==> src/rtl/interface_keypad.sv <==
// interface_keypad: memory-mapped 4x4 matrix keypad scanner with debounce and a read-to-clear key register.
// Latency: the 2-flop row sync, then valid rises 1 clk after the DEBOUNCE_SCANS-th matching sweep; rdata is combinational.
// Backpressure: none. A new key latched before the previous one was read sets overrun.
//
// Ports: clk/rst (async, active-high); addr/re/rdata form the CPU load path.
//        row_n in (active-low, asynchronous); col_n out (active-low strobes); irq out.
// Parameters: SCAN_DIV (clk cycles per column), DEBOUNCE_SCANS (sweeps needed to accept), BASE_ADDR.
// Register map: BASE_ADDR = status {overrun, valid}; BASE_ADDR+4 = data {valid, code[3:0]}.
// Option: define KEYPAD_IRQ_EN to drive irq from valid. Without it, irq is tied low.
module interface_keypad #(
    parameter int unsigned SCAN_DIV       = 12000,
    parameter int unsigned DEBOUNCE_SCANS = 4,
    parameter logic [31:0] BASE_ADDR      = 32'hFFFF_F010
) (
    input  logic        clk,
    input  logic        rst,
    input  logic [31:0] addr,
    input  logic        re,
    output logic [31:0] rdata,
    input  logic [3:0]  row_n,
    output logic [3:0]  col_n,
    output logic        irq
);
    localparam int unsigned   CW       = (SCAN_DIV > 1) ? $clog2(SCAN_DIV) : 1;
    localparam int unsigned   DW       = $clog2(DEBOUNCE_SCANS + 1);
    localparam logic [CW-1:0] DIV_LAST = CW'(SCAN_DIV - 1);
    localparam logic [DW-1:0] DEB_N    = DW'(DEBOUNCE_SCANS);
    localparam logic [DW-1:0] CNT_ONE  = DW'(1);
    localparam bit            ONE_SCAN = (DEBOUNCE_SCANS <= 1);

    typedef enum logic [1:0] {S_IDLE, S_DEBOUNCE, S_HELD, S_RELEASE} state_t;

    logic [CW-1:0] r_div;
    logic [1:0]    r_col;
    logic [3:0]    r_row_s1, r_row_s2;
    logic [15:0]   r_key_map;
    state_t        r_state, w_state_nxt;
    logic [DW-1:0] r_cnt, w_cnt_nxt;
    logic [3:0]    r_cand, w_cand_nxt;
    logic [3:0]    r_code;
    logic          r_valid, r_overrun;

    logic          w_sample, w_sweep_end, w_latch, w_data_rd;
    logic [15:0]   w_map_now;
    logic [4:0]    w_ones;
    logic [3:0]    w_code;
    logic          w_single, w_empty;

    assign w_sample    = (r_div == DIV_LAST);
    assign w_sweep_end = w_sample && (r_col == 2'd3);
    assign w_data_rd   = re && (addr == BASE_ADDR + 32'd4);
    assign col_n       = ~(4'b0001 << r_col);

    // The sweep is judged on the same edge that samples column 3, so that
    // column is taken from the synchronizer rather than the stored map.
    always_comb begin
        w_map_now        = r_key_map;
        w_map_now[15:12] = ~r_row_s2;
        w_ones           = '0;
        w_code           = '0;
        for (int i = 0; i < 16; i++) begin
            if (w_map_now[i]) begin
                w_ones = w_ones + 5'd1;
                w_code = 4'(i);
            end
        end
    end

    assign w_single = (w_ones == 5'd1);
    assign w_empty  = (w_ones == 5'd0);

    // Scan timing and row sampling run freely, independent of the bus.
    always_ff @(posedge clk or posedge rst) begin
        if (rst) begin
            r_div     <= '0;
            r_col     <= '0;
            r_row_s1  <= 4'hF;
            r_row_s2  <= 4'hF;
            r_key_map <= '0;
        end else begin
            r_row_s1 <= row_n;
            r_row_s2 <= r_row_s1;
            if (w_sample) begin
                r_div                   <= '0;
                r_col                   <= r_col + 2'd1;
                r_key_map[r_col*4 +: 4] <= ~r_row_s2;
            end else begin
                r_div <= r_div + 1'b1;
            end
        end
    end

    // Debounce FSM. It moves only at sweep end and latches at most once per press.
    always_comb begin
        w_state_nxt = r_state;
        w_cnt_nxt   = r_cnt;
        w_cand_nxt  = r_cand;
        w_latch     = 1'b0;
        if (w_sweep_end) begin
            case (r_state)
                S_IDLE: begin
                    if (w_single) begin
                        w_cand_nxt = w_code;
                        w_cnt_nxt  = CNT_ONE;
                        if (ONE_SCAN) begin
                            w_latch     = 1'b1;
                            w_state_nxt = S_HELD;
                        end else begin
                            w_state_nxt = S_DEBOUNCE;
                        end
                    end
                end
                S_DEBOUNCE: begin
                    if (w_single && (w_code == r_cand)) begin
                        w_cnt_nxt = r_cnt + CNT_ONE;
                        if (w_cnt_nxt == DEB_N) begin
                            w_latch     = 1'b1;
                            w_state_nxt = S_HELD;
                        end
                    end else begin
                        w_state_nxt = S_IDLE;
                    end
                end
                S_HELD: begin
                    if (w_empty) begin
                        w_cnt_nxt   = CNT_ONE;
                        w_state_nxt = ONE_SCAN ? S_IDLE : S_RELEASE;
                    end
                end
                S_RELEASE: begin
                    if (w_empty) begin
                        w_cnt_nxt = r_cnt + CNT_ONE;
                        if (w_cnt_nxt == DEB_N) w_state_nxt = S_IDLE;
                    end else begin
                        w_state_nxt = S_HELD;
                    end
                end
                default: w_state_nxt = S_IDLE;
            endcase
        end
    end

    always_ff @(posedge clk or posedge rst) begin
        if (rst) begin
            r_state   <= S_IDLE;
            r_cnt     <= '0;
            r_cand    <= '0;
            r_code    <= '0;
            r_valid   <= 1'b0;
            r_overrun <= 1'b0;
        end else begin
            r_state <= w_state_nxt;
            r_cnt   <= w_cnt_nxt;
            r_cand  <= w_cand_nxt;
            // A latch wins over a same-cycle data read. The read consumed
            // the old key, so overrun is not flagged.
            if (w_latch) begin
                r_code    <= w_cand_nxt;
                r_valid   <= 1'b1;
                r_overrun <= r_valid && !w_data_rd;
            end else if (w_data_rd) begin
                r_valid   <= 1'b0;
                r_overrun <= 1'b0;
            end
        end
    end

    always_comb begin
        rdata = '0;
        if (addr == BASE_ADDR)
            rdata = {30'b0, r_overrun, r_valid};
        else if (addr == BASE_ADDR + 32'd4)
            rdata = {27'b0, r_valid, r_code};
    end

`ifdef KEYPAD_IRQ_EN
    assign irq = r_valid;
`else
    assign irq = 1'b0;
`endif

endmodule

==> config.mk <==
export PLATFORM = sky130hd
export DESIGN_NAME = interface_keypad
export DESIGN_NICKNAME = d
export VERILOG_FILES = /design/src/rtl/interface_keypad.sv
export SDC_FILE = /design/constraint.sdc
export NUM_CORES = 1
export LEC_CHECK = 0
export BUFFER_PORTS_ARGS = -buffer_cell sky130_fd_sc_hd__buf_2
export CAP_MARGIN = 20
export CORE_MARGIN = 4
export CORE_UTILIZATION = 41
export DETAILED_ROUTE_END_ITERATION = 10
export MAX_ROUTING_LAYER = met4
export PLACE_DENSITY = 0.62
export SETUP_SLACK_MARGIN = 0.2
export SLEW_MARGIN = 30
export SYNTH_ARGS = -nofsm -noshare
export SYNTH_HDL_FRONTEND = slang
export SYNTH_SLANG_ARGS = --single-unit
==> constraint.sdc <==
create_clock -name clk -period 16.1 [get_ports clk]
set_clock_uncertainty 0.2 [all_clocks]
set_input_delay 0.805 -clock clk [delete_from_list [all_inputs] [get_ports clk]]
set_output_delay 0.805 -clock clk [all_outputs]
set_load 0.05 [all_outputs]
==> impl_results.md <==
* H-tree levels at 2
* Worst-Margin Slew at approximately 0.72 ns
* Clk_lat worst skew at a little over 0.3 ns
* Layout area overhead at 7.63%
* I/O Pins at 76
* Iter 0 DRT Violations at 162
* Drt wl/cell at 13.1 µm
* CTS Sinks at 51
* PD cells at 51.1 nW/µm²
* Via/cell ratio at 5.19
* Fmax at 0.0979 GHz
* Die Area at about 12,000 µm²
* GPL Wtd Cong at between 0.8 and 0.9
* Port bufs at 47
* Post-DRT Antenna Nets at 0
* Pre-antenna DRT Iters at 4
* Number of synthesis warnings at 0
* Primary FF master, synth: dfrtp_1
* Worst-path fanout max at 7
* #FFs+latches synth at 51
* Final Hold Vio Count at 0
* Peak VDD IR at 0.0397 mV
* Post-synth design cell area at 4390 µm²
* Reg clk slew, reported paths at about 0.10 ns
* Share of cells above drive strength 1 at between 15 and 20%
* First-pass GRT wire length at 15,400 µm
* Metal2 WL at 4390 µm
* Buffers & Inverters on Critical Path at 4
* Post-synth EDFFs at 0
* Antenna violations before repair at 0
* Reg power frac at between 50% and 60%
* Cell count after synthesis at 510
* Sw frac at 29.8%
* Crit end category: register
* Die H at around 110 µm
* Final wirelength at 8970 µm
* Vias in the first global route at roughly 3,400
* Syn avg cell area at ~8.6 µm²
* RSZ-0062 raised after global routing: false
* Min-Delay Path Class: register to register
* CP Data Arrival Time at 10.20 ns
* Die X at 112 µm
* DRC errors left at 0
* CP max stage cell: mux2i_2
* Clock power frac at 31.3%
* Cell Rows at 37
* Clock root cell: clkbuf_8
* Post-CTS setup repair buffer count at 0
* Crit path top cell by count: ha_1
* Post-synthesis sequential area ratio at between 20% and 30%
* Top Metal Used: met4
* CP Class: register to register
* Internal Power at 0.000170 W
* Deepest clock path buffer count at 2
* Final Cycle Share at 63.4%
* Worst path required time at between 15 and 20 ns
* CP peak stage delay at 0.51 ns
* Antenna diodes at 0
* DP HPWL at 7030 µm
* Total CTS buffers at 5
* Setup TNS at 0 ns
* Met3 wire len at 324 µm
* Post-CTS Hold Fix Bufs at 0
* Post-CTS sizing at 0
* Initial core utilization at a little over two fifths
* Post-layout util at 45.6%
* Pleak at 2.12 nW
* CTS tree: yes
* Finish-stage setup viols at 0
* Global Route Usage Sum at 14.8%
* Critical Path Start Type: register
* Vias post-DR at 3,551
* # Max-Cap Violations at 0
* Met1 wire length at 4170 µm
* Combinational Power Share at between 10 and 15%
* Slew Viols, Final at 0
* CP delay by family, top: adder cells
* Setup slack, reg-to-reg at 5.89 ns
* Tmin final at 10.21 ns
* Synth cell types at 74
* Synth async-reset ratio at 100%
* Global route total overflow at 0
* Pin count of the biggest net entering global routing at 52
* Slew HR at 51.2%
* Core outline area at roughly 10,000 µm²
* Fin nets at 609
* Status: finished, final reports clean
* Net Sw Power at just over 0.00007 W
metal layers:
| metal | global-route usage, % | vias up |
|---|---|---|
| li1 | - | 1788 |
| met1 | 19.0 | 1677 |
| met2 | 25.4 | 82 |
| met3 | 1.52 | 4 |
| met4 | 3.00 | 0 |
| met5 | - | - |
state kept, by name, summed over array words and instances, names as in the netlist:
name / cells
r_div: 14
r_key_map: 12
r_row_s2: 4
r_valid: 1
r_col: 2
r_cnt: 3
r_code: 4
r_state: 2
r_overrun: 1
r_cand: 4
r_row_s1: 4
kinds of logic after synthesis:
logic type,after synthesis,share of synthesized area (%)
AND/OR/NAND/NOR,199,23.4
AO/OA/AOI/OAI,80,12.6
other,1,0.0853
flip-flops,51,29.3
multiplexers,21,5.13
adder cells (fa/ha/maj),23,6.55
XOR/XNOR,58,13.8
buffers and inverters,77,9.08
per-stage QoR:
stage / hold WS [ns] / power [W] / std cells / instance area, µm² / setup slack [ns]
2_1_floorplan: 0.145 / 0.000166 / 537 / 4500 / 6.69
3_3_place_gp: 0.148 / 0.000168 / 676 / 4640 / 6.30
3_5_place_dp: 0.147 / 0.000169 / 676 / 4640 / 5.97
4_1_cts: 0.162 / 0.000247 / 684 / 4730 / 5.89
5_1_grt: 0.166 / 0.000255 / 684 / 4730 / 4.89
6_report: 0.159 / 0.000242 / 684 / 4730 / 5.89
power by group through the flow:
stage	clock (W)	sequential [W]	combinational (W)
2_1_floorplan	0	0.000133	0.0000332
3_3_place_gp	0	0.000134	0.0000338
3_5_place_dp	0	0.000134	0.0000343
4_1_cts	0.0000805	0.000132	0.0000344
5_1_grt	0.0000857	0.000132	0.0000373
6_report	0.0000756	0.000132	0.0000343
worst paths after layout:
check	start	end	cells after the start
worst max-delay path	r_key_map[1]	r_cnt[0]	48
worst min-delay path	r_row_s1[3]	r_row_s2[3]	0
worst max register to register	r_key_map[1]	r_cnt[0]	48
worst min register to register	r_row_s1[3]	r_row_s2[3]	0
max in group asynchronous	rst	r_cand[0]	2
min in group asynchronous	rst	r_div[12]	2
area by class of cell:
cell class,instances,area (µm²)
Fill cell,999,5640
Clock buffer,5,68.8
Tap cell,136,170
Timing Repair Buffer,48,243
Multi-Input combinational cell,409,2820
Clock inverter,3,22.5
Inverter,32,123
Sequential cell,51,1290
layout by cell type (no fill, tap or decap), types with 4 or more instances in the layout:
| cell | n |
|---|---|
| nand2_1 | 62 |
| buf_2 | 47 |
| dfrtp_1 | 43 |
| xnor2_1 | 35 |
| nor2_1 | 32 |
| inv_1 | 28 |
| conb_1 | 28 |
| o21ai_0 | 23 |
| ha_1 | 23 |
| nand3_1 | 18 |
| xor2_1 | 16 |
| nor3_1 | 13 |
| nand2b_1 | 13 |
| mux2i_1 | 11 |
| nand4_1 | 9 |
| and3_1 | 9 |
| a21oi_1 | 9 |
| nor4_1 | 8 |
| dfstp_2 | 8 |
| a21o_1 | 6 |
| or2_2 | 5 |
| mux2_1 | 5 |
| clkbuf_8 | 5 |
| nor2b_1 | 4 |
| or4_1 | 4 |
| a211oi_1 | 4 |
| mux2_2 | 4 |
cells in the mapped netlist, types with 3 or more instances:
| master | instances | area share (%) |
|---|---|---|
| a21o_1 | 6 | 1.0 |
| and2_1 | 3 | 0.43 |
| o31ai_1 | 3 | 0.51 |
| o311ai_0 | 3 | 0.60 |
| and3_1 | 9 | 1.3 |
| or4_1 | 4 | 0.68 |
| xnor2_1 | 35 | 7.0 |
| dfrtp_1 | 43 | 24 |
| mux2i_1 | 11 | 2.5 |
| nor2_1 | 32 | 2.7 |
| nand3_1 | 18 | 2.1 |
| a31oi_1 | 3 | 0.43 |
| nor3_1 | 13 | 1.5 |
| a21boi_0 | 3 | 0.51 |
| mux2_1 | 5 | 1.3 |
| o41ai_1 | 3 | 0.60 |
| nand2_1 | 62 | 5.3 |
| clkbuf_1 | 14 | 1.2 |
| inv_1 | 29 | 2.5 |
| nand4_1 | 9 | 1.3 |
| dfstp_2 | 8 | 4.8 |
| a21oi_1 | 9 | 1.0 |
| o21ai_0 | 23 | 2.6 |
| o21bai_1 | 3 | 0.51 |
| or3_1 | 3 | 0.43 |
| xnor3_1 | 3 | 1.5 |
| buf_4 | 29 | 5.0 |
| nand2b_1 | 13 | 1.9 |
| nor4_1 | 9 | 1.3 |
| xor2_1 | 16 | 3.2 |
| mux2_2 | 4 | 1.0 |
| or2_2 | 5 | 0.71 |
| nor2b_1 | 4 | 0.57 |
| ha_1 | 23 | 6.5 |
| a211oi_1 | 4 | 0.68 |
Power figures use the tool's default switching activity.
